<file path="src/rtl/queue_wr_arbiter.sv">
// queue_wr_arbiter: round-robin arbiter that shares one queue write port among NREQ producers.
// Define QARB_PRIO0_EN to give requester 0 fixed priority over the round-robin.
module queue_wr_arbiter #(
    parameter int NREQ  = 4,
    parameter int W     = 8,
    parameter int DEPTH = 8,
    parameter int CW    = $clog2(DEPTH + 1)
) (
    input  logic              clk,
    input  logic              reset,
    input  logic [NREQ-1:0]   req,
    input  logic [NREQ*W-1:0] data,
    input  logic              full,
    input  logic              q_rd,
    input  logic              empty,
    output logic [NREQ-1:0]   gnt,
    output logic              q_wr,
    output logic [W-1:0]      q_din,
    output logic [CW-1:0]     level
);

    localparam int          PW      = (NREQ > 1) ? $clog2(NREQ) : 1;
    localparam logic [PW:0] NREQ_X  = (PW + 1)'(NREQ);
    localparam logic [CW:0] DEPTH_X = (CW + 1)'(DEPTH);

    logic [PW-1:0]   ptr;
    logic [NREQ-1:0] eligible;
    logic [NREQ-1:0] rotated;
    logic [W-1:0]    data_arr [NREQ];
    logic [CW:0]     committed;
    logic            write_ok;
    logic            rd_take;
    logic            win_found;
    logic            prio0_win;
    logic [PW:0]     cand;
    logic [PW:0]     ptr_next_x;
    logic [PW-1:0]   win_idx;
    logic [PW-1:0]   ptr_next;
    logic [CW-1:0]   level_next;

    // The in-flight write is counted so a back-to-back grant cannot overrun the queue.
    assign eligible  = req & ~gnt;
    assign committed = {1'b0, level} + (CW + 1)'(q_wr);
    assign write_ok  = (committed < DEPTH_X) && !full;
    assign rd_take   = q_rd & ~empty;
    assign rotated   = NREQ'({eligible, eligible} >> ptr);

    always_comb begin
        for (int i = 0; i < NREQ; i++) begin
            data_arr[i] = data[i*W +: W];
        end
    end

    // Bit j of rotated is requester (ptr+j) mod NREQ; the lowest set bit wins.
    always_comb begin
        win_found = 1'b0;
        prio0_win = 1'b0;
        cand      = '0;
        for (int j = NREQ - 1; j >= 0; j--) begin
            if (rotated[j]) begin
                win_found = 1'b1;
                cand      = {1'b0, ptr} + (PW + 1)'(j);
            end
        end
        if (cand >= NREQ_X) begin
            cand = cand - NREQ_X;
        end
        win_idx = cand[PW-1:0];
`ifdef QARB_PRIO0_EN
        if (eligible[0]) begin
            win_found = 1'b1;
            prio0_win = 1'b1;
            win_idx   = '0;
        end
`endif
        ptr_next_x = {1'b0, win_idx} + (PW + 1)'(1);
        if (ptr_next_x >= NREQ_X) begin
            ptr_next_x = '0;
        end
        ptr_next = ptr_next_x[PW-1:0];
    end

    always_comb begin
        level_next = level;
        if (q_wr && !rd_take) begin
            if ({1'b0, level} < DEPTH_X) begin
                level_next = level + CW'(1);
            end
        end else if (!q_wr && rd_take) begin
            if (level != '0) begin
                level_next = level - CW'(1);
            end
        end
    end

    always_ff @(posedge clk) begin
        if (reset) begin
            gnt   <= '0;
            q_wr  <= 1'b0;
            q_din <= '0;
            level <= '0;
            ptr   <= '0;
        end else begin
            level <= level_next;
            if (write_ok && win_found) begin
                gnt   <= NREQ'(1) << win_idx;
                q_wr  <= 1'b1;
                q_din <= data_arr[win_idx];
                if (!prio0_win) begin
                    ptr <= ptr_next;
                end
            end else begin
                gnt  <= '0;
                q_wr <= 1'b0;
            end
        end
    end

endmodule

</file>
<file path="config.mk">
export PLATFORM = sky130hd
export DESIGN_NAME = queue_wr_arbiter
export DESIGN_NICKNAME = d
export VERILOG_FILES = /design/src/rtl/queue_wr_arbiter.sv
export SDC_FILE = /design/constraint.sdc
export NUM_CORES = 1
export LEC_CHECK = 0
export CORE_MARGIN = 1
export CORE_UTILIZATION = 37
export DETAILED_ROUTE_END_ITERATION = 8
export PLACE_DENSITY = 0.76
export SETUP_SLACK_MARGIN = 0.02
export SYNTH_ARGS = -nofsm -noshare
export SYNTH_HDL_FRONTEND = slang
export SYNTH_SLANG_ARGS = --single-unit
</file>
<file path="constraint.sdc">
create_clock -name clk -period 1.9 [get_ports clk]
set_input_delay 0.38 -clock clk [delete_from_list [all_inputs] [get_ports clk]]
set_output_delay 0.38 -clock clk [all_outputs]
set_load 0.02 [all_outputs]
</file>
Word level (Yosys, flattened, before mapping)

Index checks and enable logic that the tools add are counted.
W data, S select, Z words.

Flip-flop bits (word level): 19

Bitwise operators: 6
Shift operators: 2
Reduce and logical (&&, ||, !) cells: 12
Add/sub/neg operators: 8
$lt $le $gt $ge: 5
Equality and inequality tests: 1
Muxes and demuxes: 18

Operators with widths:

| kind                  | number |
|---|---|
| $bmux W8 S2           | 1 |
| $mux W4               | 4 |
| $mux W8               | 2 |
| $mux W3               | 4 |
| $ge A3 B3 Y1 const B  | 3 |
| $shr A8 B2 Y4         | 1 |
| $add A2 B1 Y3 const B | 2 |
| $add A2 B2 Y3 const B | 2 |
| $add A4 B1 Y5         | 1 |
| $lt A5 B4 Y1 const B  | 1 |
| $mux W1               | 5 |
| $add A4 B1 Y4 const B | 1 |
| $and A4 B4 Y4         | 1 |
| $logic_and A1 B1 Y1   | 4 |
| $lt A4 B4 Y1 const B  | 1 |
| $mux W2               | 2 |
| $not A4 Y4            | 1 |
| $reduce_bool A2 Y1    | 2 |
| $reduce_bool A4 Y1    | 1 |
| $shl A1 B2 Y4 const A | 1 |
| $sub A4 B1 Y4 const B | 1 |
| $logic_not A1 Y1      | 3 |
| $not A2 Y3            | 1 |
| $reduce_and A3 Y1     | 1 |
| 5 further kinds       | 6 |

Depth between registers and ports, before layout

Depth in word-level cells: 13
Depth in mapped cells: 9
Depth with buffers taken out: 9

Worst setup path before layout

No wires, ideal clock.

Kind: register -> register
From: register q_wr
To: register level[3]
Period minus slack after synthesis: 1.958 ns
Setup slack: -0.058 ns
Library setup time: 0.070 ns
Buffers on the path: 0
Cell stages (with the launch flop): 9
Data arrival time: 1.888 ns
Path through: dfxtp_1 ha_1 inv_1 ha_1 a21o_1 a21oi_1 xnor2_1 or3_1 a21oi_1

Word-level cells in the longest chain between the ends: 4
Elaborated cells between the ends (all ways): 8
Those cells by class: eq/ne (1); mux (1); reduce/logical (6)

Ends and longest elaborated chain:

| item                         | RTL line | source |
|---|---|---|
| start, declared              | 17       | `output logic q_wr,` |
| start signal, assigned       | 99       | `q_wr <= 1'b0;` |
| start signal, assigned       | 107      | `q_wr <= 1'b1;` |
| start signal, assigned       | 114      | `q_wr <= 1'b0;` |
| $logic_not A1 Y1             | 89       | `end else if (!q_wr && rd_take) begin` |
| $logic_and A1 B1 Y1          | 89       |  |
| $reduce_bool A2 Y1 (no line) | n/a      |  |
| $reduce_and A3 Y1 (no line)  | n/a      |  |
| end signal, assigned         | 104      | `level <= level_next;` |
| end, declared                | 19       | `output logic [CW-1:0] level` |

Several ways; a longest one is shown, not always the timed one.
A chain may end at the register's enable or synchronous reset.

Final worst setup path

From: input port req[1]
To: register q_din[7]

Word-level cells in the longest chain between the ends: 12
Elaborated cells between the ends (all ways): 18
Those cells by class: add/sub (1); order compare (1); shift (1); mux (12); bitwise (2); reduce/logical (1)

Ends and longest elaborated chain:

| item                                          | RTL line | source |
|---|---|---|
| start, declared                               | 11       | `input logic [NREQ-1:0] req,` |
| $and A4 B4 Y4 *                               | 42       | `assign eligible = req & ~gnt;` |
| $shr A8 B2 Y4 *                               | 46       | `assign rotated = NREQ'({eligible, eligible} >> ptr);` |
| $mux W3 (4 in a row)                          | 60       | `if (rotated[j]) begin` |
| $ge A3 B3 Y1 or $sub A2 B1 Y2 (tied branches) | 65, 66   |  |
| $mux W2                                       | 65       | `if (cand >= NREQ_X) begin` |
| $not A2 Y3 (implied by the code)              | 108      | `q_din <= data_arr[win_idx];` |
| $bmux W8 S2                                   | 108      |  |
| $mux W8 (implied by the code) (2 in a row)    | 108      |  |
| end signal, assigned                          | 108      |  |
| end, declared                                 | 18       | `output logic [W-1:0] q_din,` |

Every way passes the cells marked *; elsewhere a longest branch is shown, timed or not. The select of a mux whose other input is x is not followed.

==> flow_summary.toml <==
[run_status]
run_status = "finished, final reports clean"

[yosys]
synth_top_area_cell = "dfxtp_1"
syn_area_um2 = 1260
ys_ff_latch = 19
ys.flop_type = "dfxtp_1"
yosysMostFrequentCell = "a211oi_1"
synthMuxAreaShare = 0.00796
synthTopCellsByArea = "dfxtp_1 (30%), a211oi_1 (14%), a21oi_1 (4.8%)"
yosysUniqueCellTypes = 36
async_flop_share = 0
synthSimpleGateAreaFrac = 0.154
synth_edf_count = 0
syn_nets = 193
synth_top_cells_by_count = "a211oi_1 (24), dfxtp_1 (19), inv_1 (13)"
seq_area_frac_synth = 0.302
synth_compound_area_frac = 0.366
synth_top_family_by_area = "compound AO/OA/AOI/OAI gates"
ys_warn_count = 0
synth_cells = 148
synth-xor-area-share = 0.0279
synth.top_cell.area_share = 0.302
synth_adder_area_share = 0.0458
avgSynthCellArea_um2 = 8.50

[sta]
slew_viol_final = 0
fmax_mhz = 546
fin_crit_ns = 1.83
worst_clock_skew_ns = 0.00391
worstMarginPinSlew_ns = 0.582
relSlewSlack = 0.612
finalCritPeriodShare = 0.964
finalSetupViolCount = 0
holdWs_ns = 0.471
tns_ns = 0
rsz0062_at_grt = "true"
hold_viol = 0

[worst_hold_path]
hold_path_end = "q_din[6]$_SDFFE_PP0P_"
min_from = "q_din[6]$_SDFFE_PP0P_"
whs_path_depth = 2
hold_path_class = "reg -> reg"

[place]
portBuffers = 57
placed_area_um2 = 1980
dpl.hpwl_um = 2970
placed_cells = 259
gp_congestion = 0.823

[die]
dieHeight_um = 60.3
start_util = 0.402
rows = 20
fp.dieArea_um2 = 3640
dieWidth_um = 60.3
coreArea_um2 = 3130
io_pins = 58

[clock_network]
numCtsBuffers = 3
clk_latency_ns = 0.30
cts_max_level = 1
post_cts_buffers = 0
clk_path_buf_depth = 2
cts-root-buf = "clkbuf_4"
cts_tree = "done"
path_clk_slew_ns = 0.11
clock-sinks = 19

[critical_path]
path_class = "in -> reg"
crit_required_ns = 2.10
cp-end-kind = "flop"
path_buf_inv = 3
start_kind = "primary input"
r2r_setup_slack_ns = 0.19
r2r-end = "level[3]$_SDFFE_PP0P_"
critical_path_arrival_ns = 2.03
critPathMaxStageDelay_ns = 0.47
crit_family = "buffers and inverters"
ff2ff_path_depth = 8
crit_path_frequent_cell = "buf_4"
path_cells = "clkdlybuf4s50_1 -> nor2b_4 -> buf_4 -> nor2_2 -> a21o_1 -> buf_4 -> a211oi_1 -> o31ai_1"
timing.rr.start = "q_wr$_SDFF_PP0_"
path_max_fanout = 13
worst_path_max_delay_cell = "clkdlybuf4s50_1"

[final_layout]
instances_no_fill = 263
syn2layout_area_growth_pct = 66.8
finish.instance_area_um2 = 2100
drive_gt1_frac = 0.233
antenna_cells = 0
fin_util = 0.670
nNetsFinal = 265

[grt]
gr-total-overflow = 0
grt_pass1_vias = 1416
grt_first_pass_wirelength_um = 5980
antenna_found_initial = 0
grt_max_degree = 17
grt.total_usage = 0.219

[power_and_ir_drop]
ir_drop_v = 0.000609
leakagePower_nw = 0.791
powerDensity_nw_per_um2 = 1110

[route]
wl_per_cell_um = 14.3
routed_wl_um = 3770
dr.pass1.iters = 5
vias = 1408
detail-route-antenna-nets = 0
via_per_inst = 5.35
drc = 0
initialDrtViolationCount = 59

[job]
cap_violations = 0
cell type report:
class	instances	area [µm²]
Inverter	13	51.3
Sequential cell	19	384
Multi-Input combinational cell	106	862
Tap cell	44	55.1
Fill cell	275	1030
Timing Repair Buffer	77	718
Clock buffer	4	26.3
report_power, final:
part,internal [W],total [W],switching [W]
clock,0.0000818,0.000212,0.000130
combinational,0.000741,0.00145,0.000712
sequential,0.000520,0.000663,0.000143
layer usage:
| metal | vias up | routed length (µm) | GRT usage |
|---|---|---|---|
| li1 | 692 | - | - |
| met1 | 659 | 1680 | 0.250 |
| met3 | 7 | 177 | 0.0303 |
| met5 | - | 0 | 0 |
| met4 | 0 | 34 | 0.0664 |
| met2 | 50 | 1880 | 0.414 |
stage by stage:
step,power (W),setup slack (ns)
final,0.00233,0.0688
after global routing,0.00248,0.00629
after CTS,0.00229,0.0406
after detailed placement,0.00201,-0.521
after global placement,0.00195,-0.364
after floorplan,0.00147,0.0326
repair_timing:
item | in CTS | in global routing
endpoints found under the setup margin | 10 | 7
gates resized for setup | 9 | 9
hold buffers | 0 | 0
pin swaps | 6 | 0
cells in the final DEF (no fill, tap or decap), types with 2 or more instances in the layout:
cell | synthesis | layout
inv_1 | 13 | 12
nor3_1 | 2 | 2
a21o_1 | 2 | 2
o21ai_0 | 9 | 9
a211oi_2 | 0 | 7
dlygate4sd2_1 | 0 | 2
a21oi_2 | 0 | 2
nor2_1 | 7 | 7
dfxtp_1 | 19 | 16
o221ai_2 | 2 | 2
dfxtp_2 | 0 | 3
a21oi_1 | 12 | 10
buf_4 | 2 | 20
clkbuf_4 | 0 | 3
nor2b_4 | 2 | 2
nand2_1 | 12 | 12
a211oi_1 | 24 | 17
ha_4 | 0 | 3
xnor2_1 | 3 | 3
nand2b_4 | 2 | 3
clkdlybuf4s50_1 | 0 | 55
o31ai_1 | 8 | 8
flip-flops by register name (all words and copies together), names as in the netlist:
signal,cells
q_wr,1
gnt,4
q_din,8
level,4
ptr,2
worst max path at each step:
stage,start,end,slack (ns),depth (start not counted)
2_1_floorplan,empty,level[3]$_SDFFE_PP0P_,0.03,9
3_3_place_gp,empty,level[3]$_SDFFE_PP0P_,-0.36,10
3_5_place_dp,empty,level[3]$_SDFFE_PP0P_,-0.52,10
4_1_cts,level[1]$_SDFFE_PP0P_,level[1],0.04,1
5_1_grt,req[1],q_din[5]$_SDFFE_PP0P_,0.006,6
6_report,req[1],q_din[7]$_SDFFE_PP0P_,0.07,8
worst register-to-register path, cell delays in order (launching register included):
cell     delay (ns)
dfxtp_2        0.39
ha_4           0.16
inv_4          0.04
ha_4           0.20
a21o_1         0.17
a21oi_2        0.14
xnor2_1        0.09
or3_1          0.36
a21oi_2        0.11
cells by family (layout without fill, tap and decap cells):
group           after synthesis  in the layout
xor+xnor                      4              4
buf+inv                      23             94
simple gates                 33             33
flops                        19             19
fa+ha+maj                     4              4
compound gates               64             64
mux                           1              1
Power figures use the tool's default switching activity.
